File: config.mk
export PLATFORM = sky130hd
export DESIGN_NAME = interrupt_request_gen
export DESIGN_NICKNAME = d
export VERILOG_FILES = /design/src/rtl/interrupt_request_gen_pkg.sv /design/src/rtl/interrupt_pin_sync.sv /design/src/rtl/interrupt_request_gen.sv
export SDC_FILE = /design/constraint.sdc
export NUM_CORES = 1
export LEC_CHECK = 0
export ABC_AREA = 1
export BUFFER_PORTS_ARGS = -buffer_cell sky130_fd_sc_hd__buf_2
export CORE_MARGIN = 4
export CORE_UTILIZATION = 40
export CTS_BUF_LIST = sky130_fd_sc_hd__clkbuf_4
export CTS_CLUSTER_DIAMETER = 40
export DETAILED_ROUTE_END_ITERATION = 8
export GPL_TIMING_DRIVEN = 0
export PLACE_DENSITY = 0.68
export SLEW_MARGIN = 20
export SYNTH_ARGS = -nofsm -noshare
export SYNTH_HDL_FRONTEND = slang
export SYNTH_SLANG_ARGS = --single-unit
File: constraint.sdc
create_clock -name clk -period 1.4 [get_ports clk]
set_input_delay 0.21 -clock clk [delete_from_list [all_inputs] [get_ports clk]]
set_output_delay 0.21 -clock clk [all_outputs]
set_load 0.005 [all_outputs]
File: src/rtl/interrupt_request_gen_pkg.sv
// rtl/interrupt_request_gen_pkg.sv - shared types and vector constants for the interrupt request generator
// Purpose: FSM state encoding, vector-select encoding and the 6502-style
//          interrupt vector addresses used by interrupt_request_gen.
package interrupt_request_gen_pkg;

  typedef enum logic [1:0] {
    IDLE    = 2'b00,
    PENDING = 2'b01,
    SERVICE = 2'b10
  } irq_state_t;

  typedef enum logic [1:0] {
    NONE = 2'b00,
    IRQ  = 2'b01,
    NMI  = 2'b10
  } vector_sel_t;

  localparam logic [15:0] NMI_VECTOR = 16'hFFFA;
  localparam logic [15:0] IRQ_VECTOR = 16'hFFFE;

  // Address the decoder fetches for a given vector selection.
  function automatic logic [15:0] vector_address(input vector_sel_t sel);
    case (sel)
      NMI:     vector_address = NMI_VECTOR;
      IRQ:     vector_address = IRQ_VECTOR;
      default: vector_address = 16'h0000;
    endcase
  endfunction

endpackage

File: src/rtl/interrupt_pin_sync.sv
// rtl/interrupt_pin_sync.sv - multi-flop synchronizer for an active-low async pin
// Purpose: brings an asynchronous pin into the clk domain.
// Ports:
//   clk   - sampling clock, every edge (no clock enable)
//   nrst  - synchronous active-low reset; all stages reset to 1 (pin idle)
//   din   - asynchronous pin
//   dout  - synchronized pin, SYNC_STAGES cycles late
module interrupt_pin_sync #(
  parameter int SYNC_STAGES = 2
) (
  input  logic clk,
  input  logic nrst,
  input  logic din,
  output logic dout
);

  logic [SYNC_STAGES-1:0] stages;

  always_ff @(posedge clk) begin
    if (!nrst) begin
      stages <= '1;
    end else begin
      stages <= {stages[SYNC_STAGES-2:0], din};
    end
  end

  assign dout = stages[SYNC_STAGES-1];

endmodule

File: src/rtl/interrupt_request_gen.sv
// rtl/interrupt_request_gen.sv - NMI/IRQ request generation and interrupt-sequence sequencing
// Purpose: synchronizes nNMI/nIRQ, latches NMI falling edges, registers the
//          unmasked IRQ level and runs the IDLE/PENDING/SERVICE handshake with
//          the instruction decoder.
// Ports:
//   clk, nrst               - clock, synchronous active-low reset
//   enableFFs               - CPU clock enable; low stalls FSM, counter, IRQ register
//   nNMI, nIRQ              - asynchronous active-low interrupt pins
//   processStatusRegIFlag   - I flag, masks IRQ when 1
//   instructionBoundary     - decoder at an opcode-fetch cycle
//   interruptAcknowleged    - decoder injects the interrupt sequence now
//   nmiGenerated            - latched NMI edge awaiting acknowledge
//   irqGenerated            - registered unmasked IRQ
//   interruptPending        - asks decoder to inject the sequence
//   vectorSel               - 00 none, 01 IRQ, 10 NMI
//   serviceActive           - interrupt sequence in progress
module interrupt_request_gen
  import interrupt_request_gen_pkg::*;
#(
  parameter int SYNC_STAGES    = 2,
  parameter int SERVICE_CYCLES = 7
) (
  input  logic       clk,
  input  logic       nrst,
  input  logic       enableFFs,
  input  logic       nNMI,
  input  logic       nIRQ,
  input  logic       processStatusRegIFlag,
  input  logic       instructionBoundary,
  input  logic       interruptAcknowleged,
  output logic       nmiGenerated,
  output logic       irqGenerated,
  output logic       interruptPending,
  output logic [1:0] vectorSel,
  output logic       serviceActive
);

  // Cycles after reset until the synchronizer and edge-history flop hold
  // real pin samples instead of their reset value of 1.
  localparam logic [2:0] ARM_CYCLES = 3'(SYNC_STAGES + 1);

  logic        nmi_sync;
  logic        irq_sync;
  logic        nmi_prev;
  logic [2:0]  arm_cnt;
  logic        armed;
  logic        nmi_edge;
  logic        nmi_clear;
  logic        nmi_q;
  logic        irq_q;
  logic        pending_q;
  logic        service_q;
  irq_state_t  state_q, state_n;
  vector_sel_t vsel_q, vsel_n;
  logic [2:0]  cnt_q, cnt_n;

  interrupt_pin_sync #(.SYNC_STAGES(SYNC_STAGES)) u_nmi_sync (
    .clk  (clk),
    .nrst (nrst),
    .din  (nNMI),
    .dout (nmi_sync)
  );

  interrupt_pin_sync #(.SYNC_STAGES(SYNC_STAGES)) u_irq_sync (
    .clk  (clk),
    .nrst (nrst),
    .din  (nIRQ),
    .dout (irq_sync)
  );

  // Edge detection is blocked until the sync chain has flushed its reset
  // ones; otherwise a pin held low through reset release would look like a
  // fresh high-to-low transition.
  assign armed     = (arm_cnt == ARM_CYCLES);
  assign nmi_edge  = armed & nmi_prev & ~nmi_sync;
  assign nmi_clear = enableFFs & (state_q == PENDING) & interruptAcknowleged
                     & (vsel_q == NMI);

  always_comb begin
    state_n = state_q;
    vsel_n  = vsel_q;
    cnt_n   = cnt_q;
    if (enableFFs) begin
      case (state_q)
        IDLE: begin
          if (instructionBoundary && (nmi_q || irq_q)) begin
            state_n = PENDING;
            vsel_n  = nmi_q ? NMI : IRQ;
          end
        end
        PENDING: begin
          if (interruptAcknowleged) begin
            state_n = SERVICE;
            cnt_n   = 3'(SERVICE_CYCLES - 1);
          end else if (vsel_q == IRQ && nmi_q) begin
            // Upgrade only ahead of the ack so the NMI clear above always
            // matches the vector actually serviced.
            vsel_n = NMI;
          end
        end
        SERVICE: begin
          if (cnt_q == 3'd0) begin
            state_n = IDLE;
            vsel_n  = NONE;
          end else begin
            cnt_n = cnt_q - 3'd1;
          end
        end
        default: begin
          state_n = IDLE;
          vsel_n  = NONE;
          cnt_n   = 3'd0;
        end
      endcase
    end
  end

  always_ff @(posedge clk) begin
    if (!nrst) begin
      nmi_prev  <= 1'b1;
      arm_cnt   <= 3'd0;
      nmi_q     <= 1'b0;
      irq_q     <= 1'b0;
      state_q   <= IDLE;
      vsel_q    <= NONE;
      cnt_q     <= 3'd0;
      pending_q <= 1'b0;
      service_q <= 1'b0;
    end else begin
      nmi_prev <= nmi_sync;
      if (!armed) begin
        arm_cnt <= arm_cnt + 3'd1;
      end
      // A new edge wins over a coincident clearing acknowledge.
      nmi_q <= nmi_edge | (nmi_q & ~nmi_clear);
      if (enableFFs) begin
        irq_q <= ~irq_sync & ~processStatusRegIFlag;
      end
      state_q   <= state_n;
      vsel_q    <= vsel_n;
      cnt_q     <= cnt_n;
      pending_q <= (state_n == PENDING);
      service_q <= (state_n == SERVICE);
    end
  end

  assign nmiGenerated     = nmi_q;
  assign irqGenerated     = irq_q;
  assign interruptPending = pending_q;
  assign vectorSel        = vsel_q;
  assign serviceActive    = service_q;

endmodule

**Word level (Yosys, flattened, before mapping)**

Index checks and enable logic that the tools add are counted.

- $add $sub $neg: 2
- $mul: 0
- Div/mod/pow operators: 0
- $lt $le $gt $ge: 0
- Equality and inequality tests: 13
- Shifts and indexed selects: 0
- Multiplexer cells: 14
- Bitwise logic cells: 13
- Reductions and logical operators: 7

Operators with widths:

| kind | number |
|---|---|
| $mux W2 | 9 |
| $pmux W2 S3 | 2 |
| $ne A2 B2 Y1 const B | 5 |
| $pmux W3 S3 | 1 |
| $and A1 B1 Y1 | 7 |
| $eq A2 B1 Y1 const B | 3 |
| $eq A2 B2 Y1 const B | 3 |
| $mux W3 | 2 |
| $not A1 Y1 | 5 |
| $reduce_and A5 Y1 | 1 |
| $reduce_and A4 Y1 | 1 |
| $add A3 B1 Y3 const B | 1 |
| $eq A3 B2 Y1 const B | 1 |
| $logic_not A3 Y1 | 1 |
| $sub A3 B1 Y3 const B | 1 |
| $logic_and A1 B1 Y1 | 2 |
| $logic_not A2 Y1 | 1 |
| $ne A2 B1 Y1 const B | 1 |
| $logic_or A1 B1 Y1 | 1 |
| $or A1 B1 Y1 | 1 |

- Flip-flop bits (word level): 19
- Bits in latches: 0
- Memory bits (writable): 0
- ROM bits: 0
- Memories kept: 0

**Depth between registers and ports, before layout**

- Word-level depth: 7
- Mapped depth: 11
- Depth with buffers taken out: 11

**By module**

A second synthesis with hierarchy kept.

- Cells, all modules: 124
- Area total of the unflattened synthesis: 895.9 um^2

Modules (own cells, without submodules):

| module | instances | cells an instance | area each (um^2) |
|---|---|---|---|
| interrupt_request_gen | 1 | 112 | 785.8 |
| interrupt_pin_sync | 2 | 6 | 55.1 |

**Worst setup path after synthesis**

No wires, ideal clock.

- Path kind: register -> register
- Start point: register state_q[1]
- End point: register cnt_q[0]
- Arrival: 1,164 ps
- Required time: 1,280 ps
- Slack: 116 ps
- Cell stages (with the launch flop): 9
- Buffers on the path: 0
- Clock period less this slack: 1,284 ps
- Cells stage by stage: dfxtp_1 > inv_1 > ha_1 > inv_2 > o21ai_2 > nor2_2 > inv_2 > o21ai_1 > a21oi_1

- Word-level cells in the longest chain between the ends: 3
- Elaborated cells on any way between the ends: 8
- Those cells by class: eq/ne (4); mux (1); bitwise (1); reduce/logical (2)

RTL lines:

| item | line | source |
|---|---|---|
| start, declared | interrupt_request_gen.sv:53 | `irq_state_t state_q, state_n;` |
| start signal, assigned | interrupt_request_gen.sv:139 | `state_q <= state_n;` |
| $eq A2 B2 Y1, or another cell as far along | interrupt_request_gen.sv:84 | `case (state_q)` |
| $ne A2 B2 Y1 (no source line) / $not A1 Y1 (equally long branches) | - |  |
| $reduce_and A4 Y1 (no source line) | - |  |
| end signal, assigned | interrupt_request_gen.sv:141 | `cnt_q <= cnt_n;` |
| end, declared | interrupt_request_gen.sv:55 | `logic [2:0] cnt_q, cnt_n;` |

Parallel ways exist; a longest one is shown, timed or not.
A chain may end at the register's enable or synchronous reset.

**Worst setup path after layout**

- Start point: register state_q[0]
- End point: register cnt_q[0]

The elaborated chain is that of the path after synthesis.

==> impl_metrics.py <==
metrics = {
    "setup_path": {
        "cp_common_cell": "inv_2",
        "rrSetupSlack_ps": 40,
        "max_stage_delay_ps": 390,
        "crit_slowest_cell": "dfxtp_4",
        "cp_max_fo": 5,
        "crit_buf_inv": 3,
        "critPathRequiredTime_ps": 1610,
        "cp.arrival_ps": 1570,
        "path_delay_family": "flip-flops",
        "crit_type": "flop to flop",
        "startpoint_type": "flop",
        "end_kind": "flop",
        "worstPathCellList": "clkinvlp_4 -> ha_4 -> inv_2 -> o21ai_4 -> nor2_4 -> inv_2 -> o21ai_1 -> a21oi_1",
    },
    "yosys": {
        "synth_area_um2": 915,
        "synth_area_per_cell_um2": 7.62,
        "ys_warn_count": 0,
        "synth_commonest_cells": "23 x nand2_1, 19 x dfxtp_1, 15 x inv_1",
        "seq_area_frac_synth_pct": 41.6,
        "synthFlopType": "dfxtp_1",
        "synth_edf_count": 0,
        "yosysTopAreaCell": "dfxtp_1",
        "ys_ff_latch": 19,
        "syn-num-nets": 136,
        "synth_cell_type_count": 20,
        "async_reset_ff_share_pct": 0,
        "ys_top_cells_by_area": "dfxtp_1 42%, ha_1 11%, nand2_1 9.4%",
        "synthCells": 120,
        "yosysMostFrequentCell": "nand2_1",
        "synth_top_area_share_pct": 41.6,
    },
    "route": {
        "first_pass_iters": 4,
        "drtIter0Drc": 11,
        "remaining_drc_errors": 0,
        "drt_wl_total_mm": 1.83,
        "wl_per_cell_um": 10.9,
        "via_per_inst": 4.87,
        "ant_nets": 0,
        "via_count": 813,
    },
    "final_layout": {
        "fin_area_um2": 1120,
        "nets": 156,
        "fin_cells": 167,
        "area_delta_synth_final_pct": 22.3,
        "final_util_pct": 51.1,
        "drive_gt1_share_pct": 30.9,
        "fill_cells": 219,
        "n_antenna_cell": 0,
    },
    "sta": {
        "setup_viol": 0,
        "tightestPinTransition_ps": 215,
        "drv_slew": 0,
        "whs_ps": 74.7,
        "finalCritPeriodShare_pct": 97.3,
        "min_period_ps": 1360,
        "fin_worst_skew_ps": 0.580,
        "finalWorstSetupSlack_ps": 37.4,
        "hold_viol_final": 0,
        "max_freq_mhz": 734,
        "slew_headroom_pct": 85.6,
        "tns_ps": 0,
    },
    "die": {
        "initial_core_util_pct": 41.7,
        "die_y_um": 55.8,
        "die_w_um": 55.8,
        "core_area_um2": 2190,
        "rows": 17,
        "io_pins": 14,
        "die-area_um2": 3120,
    },
    "worst_hold_path": {
        "hp-class": "primary input to flop",
    },
    "clock_network": {
        "clk_latency_ps": 310,
        "max-clock-path-buffers": 2,
        "ctsHoldBuffers": 0,
        "cts_tree": "yes",
        "clkSinkCount": 19,
        "path_clk_slew_ps": 120,
        "numCtsBuffers": 3,
        "cts-root-buf": "clkbuf_4",
        "htreeDepth": 1,
    },
    "global_route": {
        "antenna_found_initial": 0,
        "grt_pass1_vias": 686,
        "overflow": 0,
        "grt_pass1_wl_mm": 2.85,
        "grtUsageTotal_pct": 11.4,
        "grt_max_degree": 13,
    },
    "placement": {
        "portBuffers": 13,
        "dp.cells": 161,
        "place_area_um2": 1010,
        "post-place-ws_ps": -47.3,
        "routabilityCongestion": 0.781,
        "dp_hpwl_mm": 1.32,
    },
    "job": {
        "cap_violations": 0,
    },
    "power_and_ir_drop": {
        "p_leak_nw": 0.513,
        "ir_drop_mv": 0.981,
        "power_mw": 0.968,
        "powerDensity_nw_per_um2": 866,
    },
    "status": {
        "status": "finished clean",
    },
}
## power breakdown
group,switching [mW],leakage [nW],internal (mW),total (mW)
sequential,0.0131,0.156,0.566,0.579
combinational,0.0512,0.343,0.0383,0.0894
clock,0.191,0.0139,0.109,0.300
## cell type report
class	count	area (um2)	area share (%)
Buffer	1	5.00	0.447
Clock buffer	3	22.5	2.01
Clock inverter	1	7.51	0.671
Inverter	18	71.3	6.38
Multi-Input combinational cell	82	512	45.7
Sequential cell	19	385	34.5
Tap cell	28	35.0	3.13
Timing Repair Buffer	15	80.1	7.16
## kinds of logic (layout without fill, tap and decap cells)
family	count (synthesis)	after routing	share of synthesized area, %
buffers and inverters	19	38	7.93
adder cells (fa/ha/maj)	8	8	10.9
AO/OA/AOI/OAI	21	21	12.6
flip-flops	19	19	41.6
AND/OR/NAND/NOR	53	53	26.9
## path summary, 6_finish.rpt
kind                              from              endpoint  cells past startpoint
setup / recovery            state_q[0]              cnt_q[0]                      8
hold / removal                    nIRQ  u_irq_sync.stages[0]                      2
setup reg to reg            state_q[0]              cnt_q[0]                      8
hold reg to reg   u_nmi_sync.stages[0]  u_nmi_sync.stages[1]                      1
## layer usage
layer,global-route usage (%),part of all wire [%]
met2,17.9,49
met5,0,0
met4,2.03,0.49
met1,14.4,46
met3,5.34,4.8
## state kept, by name, summed over array words and instances, names as in the netlist, 2 cells and up
name and cells:
u_nmi_sync.stages 2, state_q 2, u_irq_sync.stages 2, cnt_q 3, vectorSel 2, arm_cnt 3
## cells in the final DEF, fill, tap and decap left out
cell,instances
nor3_1,1
nand2_2,3
buf_4,2
o21ai_1,3
nand3_2,1
nand2_1,23
clkbuf_4,3
nor2_2,1
nor2_4,1
o21ai_0,5
clkinvlp_4,2
o31ai_1,1
or2_2,4
dfxtp_2,1
ha_1,5
a21oi_2,1
nor2_1,7
dfxtp_1,17
buf_2,14
nand3_1,10
nand4_1,2
inv_1,12
ha_4,3
inv_2,5
a21oi_1,10
o21ai_4,1
dfxtp_4,1
## repair_timing
item	4_1_cts	5_1_grt
setup endpoints to repair	3	8
setup buffers	0	2
pin swaps	1	1
gates resized for setup	3	11
(Power assumes the default switching activity.)
